### config.mk
export PLATFORM = sky130hd
export DESIGN_NAME = fighter_action_ctrl
export DESIGN_NICKNAME = d
export VERILOG_FILES = /design/src/rtl/fighter_pkg.sv /design/src/rtl/key_match4.sv /design/src/rtl/fighter_action_ctrl.sv
export SDC_FILE = /design/constraint.sdc
export NUM_CORES = 1
export LEC_CHECK = 0
export BUFFER_PORTS_ARGS = -buffer_cell sky130_fd_sc_hd__buf_2
export CAP_MARGIN = 20
export CORE_ASPECT_RATIO = 1.2
export CORE_UTILIZATION = 27
export DETAILED_ROUTE_END_ITERATION = 6
export GPL_TIMING_DRIVEN = 0
export SLEW_MARGIN = 20
export SYNTH_ARGS = -nofsm -noshare
export SYNTH_HDL_FRONTEND = slang
export SYNTH_SLANG_ARGS = --single-unit
### constraint.sdc
create_clock -name frame_clk -period 7.3 [get_ports frame_clk]
set_input_delay 1.46 -clock frame_clk [delete_from_list [all_inputs] [get_ports frame_clk]]
set_output_delay 1.46 -clock frame_clk [all_outputs]
set_load 0.05 [all_outputs]
### src/rtl/fighter_pkg.sv
// Shared types and default key maps for the per-player fighter action sequencer.
package fighter_pkg;

    typedef enum logic [2:0] {
        ST_IDLE        = 3'd0,
        ST_WALK        = 3'd1,
        ST_CROUCH      = 3'd2,
        ST_ATK_START   = 3'd3,
        ST_ATK_ACTIVE  = 3'd4,
        ST_ATK_RECOVER = 3'd5,
        ST_HITSTUN     = 3'd6
    } action_state_t;

    typedef enum logic [1:0] {
        ATK_NONE  = 2'd0,
        ATK_PUNCH = 2'd1,
        ATK_KICK  = 2'd2
    } attack_type_t;

    localparam logic [7:0] P1_KEY_LEFT  = 8'h04;
    localparam logic [7:0] P1_KEY_RIGHT = 8'h07;
    localparam logic [7:0] P1_KEY_DOWN  = 8'h16;
    localparam logic [7:0] P1_KEY_UP    = 8'h1a;
    localparam logic [7:0] P1_KEY_PUNCH = 8'h09;
    localparam logic [7:0] P1_KEY_KICK  = 8'h0a;

    localparam logic [7:0] P2_KEY_LEFT  = 8'h0d;
    localparam logic [7:0] P2_KEY_RIGHT = 8'h0f;
    localparam logic [7:0] P2_KEY_DOWN  = 8'h0e;
    localparam logic [7:0] P2_KEY_UP    = 8'h0c;
    localparam logic [7:0] P2_KEY_PUNCH = 8'h33;
    localparam logic [7:0] P2_KEY_KICK  = 8'h34;

    function automatic logic [3:0] sat_inc4(input logic [3:0] value);
        return (value == 4'd15) ? 4'd15 : value + 4'd1;
    endfunction

endpackage

### src/rtl/key_match4.sv
// Reports whether a target keycode is among the four currently held keycodes.
module key_match4 (
    input  logic [7:0] keycode_0,
    input  logic [7:0] keycode_1,
    input  logic [7:0] keycode_2,
    input  logic [7:0] keycode_3,
    input  logic [7:0] target,
    output logic       match
);

    assign match = (keycode_0 == target) || (keycode_1 == target) ||
                   (keycode_2 == target) || (keycode_3 == target);

endmodule

### src/rtl/fighter_action_ctrl.sv
// Per-player action sequencer: picks walk/crouch/jump/attack from held keys,
// runs attack phases and hit-stun, and drives the position datapath terms.
module fighter_action_ctrl
    import fighter_pkg::*;
#(
    parameter logic [7:0] KEY_LEFT    = P1_KEY_LEFT,
    parameter logic [7:0] KEY_RIGHT   = P1_KEY_RIGHT,
    parameter logic [7:0] KEY_DOWN    = P1_KEY_DOWN,
    parameter logic [7:0] KEY_UP      = P1_KEY_UP,
    parameter logic [7:0] KEY_PUNCH   = P1_KEY_PUNCH,
    parameter logic [7:0] KEY_KICK    = P1_KEY_KICK,
    parameter bit         FACE_LEFT   = 1'b0,
    parameter int         WALK_SPEED  = 2,
    parameter int         P_START     = 3,
    parameter int         P_ACTIVE    = 2,
    parameter int         P_RECOVER   = 6,
    parameter int         K_START     = 5,
    parameter int         K_ACTIVE    = 3,
    parameter int         K_RECOVER   = 8,
    parameter int         STUN_FRAMES = 12,
    parameter int         KB_FRAMES   = 6,
    parameter int         KB_SPEED    = 3
) (
    input  logic              frame_clk,
    input  logic              Reset,
    input  logic [7:0]        keycode_0,
    input  logic [7:0]        keycode_1,
    input  logic [7:0]        keycode_2,
    input  logic [7:0]        keycode_3,
    input  logic              move_left_ok,
    input  logic              move_right_ok,
    input  logic              airborne,
    input  logic              hit_in,
    output logic signed [3:0] x_motion,
    output logic signed [3:0] knockback,
    output logic              jump_req,
    output logic              crouch,
    output logic              attack_active,
    output logic [1:0]        attack_type,
    output logic [2:0]        action_state,
    output logic [3:0]        anim_frame
);

    localparam int KI_LEFT  = 0;
    localparam int KI_RIGHT = 1;
    localparam int KI_DOWN  = 2;
    localparam int KI_UP    = 3;
    localparam int KI_PUNCH = 4;
    localparam int KI_KICK  = 5;

    localparam logic [47:0] KEY_VEC = {KEY_KICK, KEY_PUNCH, KEY_UP, KEY_DOWN, KEY_RIGHT, KEY_LEFT};

    localparam logic signed [3:0] WALK_STEP = 4'(WALK_SPEED);
    localparam logic signed [3:0] KB_STEP   = FACE_LEFT ? 4'(KB_SPEED) : -4'(KB_SPEED);
    localparam logic [4:0]        STUN_LOAD = 5'(STUN_FRAMES);
    localparam logic [4:0]        KB_FLOOR  = 5'(STUN_FRAMES - KB_FRAMES);

    logic [5:0] held;

    genvar gi;
    generate
        for (gi = 0; gi < 6; gi++) begin : g_key
            key_match4 u_match (
                .keycode_0 (keycode_0),
                .keycode_1 (keycode_1),
                .keycode_2 (keycode_2),
                .keycode_3 (keycode_3),
                .target    (KEY_VEC[gi*8 +: 8]),
                .match     (held[gi])
            );
        end
    endgenerate

    action_state_t     state_reg, state_next;
    attack_type_t      type_reg, type_next;
    logic [4:0]        phase_reg, phase_next;
    logic [4:0]        stun_reg, stun_next;
    logic [3:0]        anim_reg, anim_next;
    logic              up_prev_reg;
    logic signed [3:0] x_motion_reg, x_motion_next;
    logic signed [3:0] knockback_reg, knockback_next;
    logic              jump_req_reg, jump_req_next;

    always_ff @(posedge frame_clk) begin
        if (Reset) begin
            state_reg     <= ST_IDLE;
            type_reg      <= ATK_NONE;
            phase_reg     <= '0;
            stun_reg      <= '0;
            anim_reg      <= '0;
            up_prev_reg   <= 1'b0;
            x_motion_reg  <= '0;
            knockback_reg <= '0;
            jump_req_reg  <= 1'b0;
        end else begin
            state_reg     <= state_next;
            type_reg      <= type_next;
            phase_reg     <= phase_next;
            stun_reg      <= stun_next;
            anim_reg      <= anim_next;
            up_prev_reg   <= held[KI_UP];
            x_motion_reg  <= x_motion_next;
            knockback_reg <= knockback_next;
            jump_req_reg  <= jump_req_next;
        end
    end

    always_comb begin
        state_next     = state_reg;
        type_next      = type_reg;
        phase_next     = phase_reg;
        stun_next      = stun_reg;
        x_motion_next  = '0;
        knockback_next = '0;
        jump_req_next  = 1'b0;

        if (hit_in) begin
            state_next = ST_HITSTUN;
            stun_next  = STUN_LOAD;
            type_next  = ATK_NONE;
            phase_next = '0;
        end else begin
            case (state_reg)
                ST_ATK_START: begin
                    if (phase_reg == 5'd0) begin
                        state_next = ST_ATK_ACTIVE;
                        phase_next = (type_reg == ATK_KICK) ? 5'(K_ACTIVE - 1) : 5'(P_ACTIVE - 1);
                    end else begin
                        phase_next = phase_reg - 5'd1;
                    end
                end
                ST_ATK_ACTIVE: begin
                    if (phase_reg == 5'd0) begin
                        state_next = ST_ATK_RECOVER;
                        phase_next = (type_reg == ATK_KICK) ? 5'(K_RECOVER - 1) : 5'(P_RECOVER - 1);
                    end else begin
                        phase_next = phase_reg - 5'd1;
                    end
                end
                ST_ATK_RECOVER: begin
                    if (phase_reg == 5'd0) begin
                        state_next = ST_IDLE;
                        type_next  = ATK_NONE;
                    end else begin
                        phase_next = phase_reg - 5'd1;
                    end
                end
                ST_HITSTUN: begin
                    // Leave on the frame the counter would hit zero, so the stun lasts STUN_FRAMES frames.
                    if (stun_reg <= 5'd1) begin
                        state_next = ST_IDLE;
                        stun_next  = '0;
                    end else begin
                        stun_next = stun_reg - 5'd1;
                    end
                end
                default: begin
                    if (!airborne && held[KI_PUNCH]) begin
                        state_next = ST_ATK_START;
                        type_next  = ATK_PUNCH;
                        phase_next = 5'(P_START - 1);
                    end else if (!airborne && held[KI_KICK]) begin
                        state_next = ST_ATK_START;
                        type_next  = ATK_KICK;
                        phase_next = 5'(K_START - 1);
                    end else begin
                        jump_req_next = held[KI_UP] && !up_prev_reg && !airborne;
                        if (held[KI_DOWN]) begin
                            state_next = ST_CROUCH;
                        end else if (held[KI_LEFT] && !held[KI_RIGHT]) begin
                            state_next    = ST_WALK;
                            x_motion_next = move_left_ok ? -WALK_STEP : 4'sd0;
                        end else if (held[KI_RIGHT] && !held[KI_LEFT]) begin
                            state_next    = ST_WALK;
                            x_motion_next = move_right_ok ? WALK_STEP : 4'sd0;
                        end else begin
                            state_next = ST_IDLE;
                        end
                    end
                end
            endcase
        end

        if (state_next == ST_HITSTUN && stun_next > KB_FLOOR) begin
            knockback_next = KB_STEP;
        end

        anim_next = (state_next != state_reg) ? 4'd0 : sat_inc4(anim_reg);
    end

    assign x_motion      = x_motion_reg;
    assign knockback     = knockback_reg;
    assign jump_req      = jump_req_reg;
    assign crouch        = (state_reg == ST_CROUCH);
    assign attack_active = (state_reg == ST_ATK_ACTIVE);
    assign attack_type   = (state_reg == ST_ATK_START || state_reg == ST_ATK_ACTIVE ||
                            state_reg == ST_ATK_RECOVER) ? type_reg : ATK_NONE;
    assign action_state  = state_reg;
    assign anim_frame    = anim_reg;

endmodule

### Word-level counts from Yosys, hierarchy flattened

Index checks and enable logic that the tools add are counted.

* input bits: 38
* bits in registers: 29
* word-level logic and storage cells: 125
* output and inout port bits: 20

* multiplexer cells: 33
* reduce and logical (&&, ||, !) cells: 41
* $add $sub $neg: 3
* $lt $le $gt $ge: 2
* bitwise logic cells: 2
* equal/unequal tests: 35

Operators by type and width (count)
* 8-bit by 3-bit equality test with 1-bit output (second input constant): 8
* 8-bit by 4-bit equality test with 1-bit output (second input constant): 8
* 8-bit by 5-bit equality test with 1-bit output (second input constant): 8
* 5-bit 2-to-1 mux: 8
* 2-bit 2-to-1 mux: 11
* 1-bit logical OR: 20
* 5-bit case mux with 4 select lines: 1
* 4-bit 2-to-1 mux: 4
* 3-bit 2-to-1 mux: 5
* 3-bit equality test (second input constant): 4
* 3-bit case mux with 4 select lines: 1
* 5-bit by 1-bit subtractor with 5-bit output (second input constant): 2
* 9-bit OR reduction: 1
* 8-bit OR reduction: 1
* 1-bit logical AND: 7
* 3-bit by 2-bit equality test with 1-bit output (second input constant): 2
* 3-bit AND reduction: 2
* 5-bit by 3-bit > comparator with 1-bit output (second input constant): 1
* 5-bit by 1-bit less-or-equal comparator with 1-bit output (second input constant): 1
* 5-bit zero test: 1
* 5-bit nonzero test: 1
* 4-bit by 1-bit adder with 4-bit output (second input constant): 1
* 4-bit equality test (second input constant): 1
* 1-bit zero test: 4
* other kinds (9): 13

### Logic depth before layout (Yosys ltp)

* depth after elaboration: 16
* depth in mapped cells: 10

### Hierarchy

A second synthesis with hierarchy kept.

* cell total of the unflattened synthesis: 462
* area total of the unflattened synthesis: 3663.5 um^2

Modules (own cells, without submodules)
* key_match4: cells an instance 45, area each 351.6 um^2, instances 6
* fighter_action_ctrl: cells an instance 192, area each 1554.0 um^2, instances 1

### Worst setup path after synthesis

No wires, ideal clock.

* kind: in2reg
* start: input port keycode_3[7]
* end: register anim_reg[2], in the netlist anim_frame[2]
* required time: 7.197 ns
* arrival: 3.345 ns
* library setup time: 0.103 ns
* stages: 9
* setup slack: 3.851 ns
* cell sequence: nor4_2 and3b_1 and3_1 nor4_1 ha_1 o21ai_0 o21ai_2 mux2_4 a2111oi_2

* cells in the longest elaborated chain, start to end: 13

RTL lines
* from (decl): line fighter_action_ctrl.sv:29 `input logic [7:0] keycode_3,`
* 8-bit by 3-bit equality test with 1-bit output: line key_match4.sv:12 `(keycode_2 == target) || (keycode_3 == target);`
* 1-bit logical OR: line key_match4.sv:12
* 1-bit zero test: line fighter_action_ctrl.sv:173 `end else if (held[KI_RIGHT] && !held[KI_LEFT]) begin`
* 1-bit logical AND: line fighter_action_ctrl.sv:173
* 1-bit 2-to-1 mux: line fighter_action_ctrl.sv:173
* 1-bit 2-to-1 mux: line fighter_action_ctrl.sv:170 `end else if (held[KI_LEFT] && !held[KI_RIGHT]) begin`
* 2-bit 2-to-1 mux: line fighter_action_ctrl.sv:168 `if (held[KI_DOWN]) begin`
* 2-bit 2-to-1 mux: line fighter_action_ctrl.sv:162 `end else if (!airborne && held[KI_KICK]) begin`
* 2-bit 2-to-1 mux *: line fighter_action_ctrl.sv:158 `if (!airborne && held[KI_PUNCH]) begin`
* 3-bit case mux with 4 select lines *: line fighter_action_ctrl.sv:123 `case (state_reg)`
* 3-bit 2-to-1 mux *: line fighter_action_ctrl.sv:117 `if (hit_in) begin`
* 3-bit != test *: line fighter_action_ctrl.sv:188 `anim_next = (state_next != state_reg) ? 4'd0 : sat_inc4(anim_reg);`
* 2-bit OR reduction (no line) *
* to (signal assigned): line fighter_action_ctrl.sv:100 `anim_reg <= anim_next;`
* to (decl): line fighter_action_ctrl.sv:78 `logic [3:0] anim_reg, anim_next;`

Every way passes the cells marked *; elsewhere a longest branch is shown, timed or not.
A chain may end at the register's enable or synchronous reset.

### Worst setup path in the final report

Same ends and word-level chain as after synthesis.

==> impl_results.md <==
- Setup slack at placement: about 3.5 ns
- DPL Wire Length: between 4000 and 5000 um
- Count of distinct cell types in the synthesized netlist: 68
- Initial cell density of the core: approximately 28%
- Worst setup path class: in -> reg
- Width of the die: slightly above 80 um
- Worst ir drop on vdd: approximately 0.068 mV
- Setup violators final: 0
- Flop and latch count out of synthesis: 24
- CP startpoint: keycode_3[7]
- Critical hold path startpoint: up_prev_reg
- Sum of negative setup slack: 0 ns
- RSZ-0062 raised after global routing: false
- CP startpoint kind: primary input
- Vias per cell: 5.24
- Remaining routing DRC violations: 0
- Class of the tightest hold or removal check: reg -> reg
- Worst-path clk slew: approximately 0.09 ns
- Initial DRC Count: between 150 and 200
- TritonCTS clock tree: built
- Power density over the cells: roughly 150 nW/um2
- Cell area after technology mapping: 2040 um2
- # resized after CTS: 0
- Layout net count: ~370
- Syn Inst Count: roughly 260
- Detailed Route WL: between 5000 and 6000 um
- Number of diodes added for antenna fixing: 0
- Total of buffers placed on input and output ports: 53
- Worst slack on hold paths: roughly 0.40 ns
- Static Leakage: between 0.001 and 0.0015 uW
- Number of warnings reported in the yosys synthesis log: 0
- Commonest cells in the netlist: nor2_1 (33), dfxtp_1 (24), nand2_1 (21), a21oi_1 (18), nor3_1 (14)
- Worst EP arrival: ~3.7 ns
- Overall track demand over capacity in global routing: 13.5%
- Clk_skew: around 0.0013 ns
- Count of endpoints failing hold in the final timing report: 0
- Worst reg2reg startpoint: phase_reg[0]
- Most area-hungry cell type in the Yosys netlist: dfxtp_1
- CP max FO: 4
- Number of setup buffers added after CTS: 0
- Number of antenna violations at the first check in global routing: 0
- Register area share after synthesis: between 20% and 30%
- Total clock buffers created by CTS: 3
- Skew-Pair Late Insertion Delay: around 0.27 ns
- Type of element capturing the critical path: flop
- Wire length of the first global-routing pass: between 8000 and 9000 um
- Total power after layout: around 370 uW
- Shortest period the worst path allows: between 3 and 4 ns
- Peak Freq: ~290 MHz
- Top-count cell post-synth: nor2_1
- Critical Path RT: 7.48 ns
- Most used DFF post-synth: dfxtp_1
- Vias in the first global route: between 1500 and 2000
- Run status: complete, no violations
- Layout overhead on the synthesized area: 22.2%
- Maximum root-to-sink buffer count: 2
- Period utilization: about 48%
- Pre-antenna DRT Iters: 4
- Maximum number of pins on one net before global-route repair: 15
- Share of layout cells above drive strength 1: 28.7%
- Number of ports placed on the die boundary: 58
- Largest cells by area after synthesis: dfxtp_1 (24%), nor2_1 (6.1%), a21oi_1 (4.4%), ha_1 (4.3%), nand2_1 (3.9%)
- Count of standard-cell rows: 34
- Routability cong.: about 0.80
- Number of vias in the routed layout: 2154
- Max H-tree Level: 1
- WL per Instance: between 10 and 15 um
- Clock sink count: 24
- Remaining antenna violation count after routing: 0
- Cts-stage hold buffer count: 0
- Proportion of synthesized flip-flops having asynchronous set or reset: 0%
- Area enclosed by the die boundary: 7910 um2
- Root Buffer Master: clkbuf_8
- Placeable Area: about 7300 um2
- Number of flops mapped to enable cells by yosys: 0
- Number of max-capacitance violations reported: 0
- Global route overflow: 0
- Post-route worst setup slack: around 3.8 ns
- Die span in y: between 90 and 100 um
- Yosys top cell area share: approximately a quarter
- Mean Syn Cell Area: 7.75 um2
- Max-slew violation count: 0
==> area by class of cell <==
| cell class | count | area [um2] |
|---|---|---|
| Buffer | 14 | 85.1 |
| Clock buffer | 3 | 41.3 |
| Clock inverter | 1 | 30.0 |
| Fill cell | 763 | 4780 |
| Inverter | 11 | 41.3 |
| Multi-Input combinational cell | 215 | 1440 |
| Sequential cell | 24 | 480 |
| Tap cell | 90 | 113 |
| Timing Repair Buffer | 53 | 265 |
==> worst max-delay path, stage by stage <==
cell and delay (ns):
buf_2 0.11, nor4_2 0.35, and3b_1 0.24, and3_1 0.17, nor4_1 0.07, ha_1 0.30
o21ai_0 0.22, o21ai_2 0.12, mux2_4 0.34, a2111oi_2 0.32
==> routing by layer <==
metal  wire length [um]  share of wire, %  vias up  track usage, %
met1               2280                44      983            15.2
met2               2570                49       74            25.1
li1                   -                 -     1088               -
met4                116               2.2        0            4.67
met3                269               5.1        9            1.69
met5                  0                 0        -               0
==> placed cells by master, fill, tap and decap left out, types with 5 or more instances in the layout <==
master / n
buf_2: 55
nor2_1: 33
dfxtp_1: 24
nand2_1: 21
a21oi_1: 18
nor3_1: 14
nand3_1: 12
o21ai_0: 12
inv_1: 11
nor2b_1: 10
nand4_1: 7
ha_1: 7
buf_4: 6
and2_1: 5
a211oi_1: 5
==> worst paths after layout <==
path	to	slack (ns)	cells after the start
max reg2reg	anim_frame[2]	4.98	9
min reg2reg	jump_req	0.40	1
min	jump_req	0.40	1
max	anim_frame[2]	3.79	10
==> stage by stage <==
step,cell area (um2),util (%),cells
2_1_floorplan,2040,-,264
3_3_place_gp,2420,33.3,407
3_5_place_dp,2420,33.3,407
4_1_cts,2490,34.3,411
5_1_grt,2490,34.3,411
6_report,2490,34.3,411
==> where the power goes <==
part           total [uW]  leakage (uW)  internal (uW)  switching [uW]
Clock                 120     0.0000357           73.4            46.2
Sequential            139      0.000195            135            4.02
Combinational         109      0.000779           39.3            69.2
==> kinds of logic (layout without fill, tap and decap cells) <==
group,count (synthesis),count (layout),share of synthesized area (%)
AOI/OAI and AO/OA,63,63,22.9
xor gates and xnor gates,3,3,1.29
adders and majority gates,7,7,4.29
buffers and inverters,25,82,6.20
DFF,24,24,23.6
muxes,4,4,2.33
other,1,2,0.184
and+or+nand+nor,136,136,39.3
(Power assumes the default switching activity.)
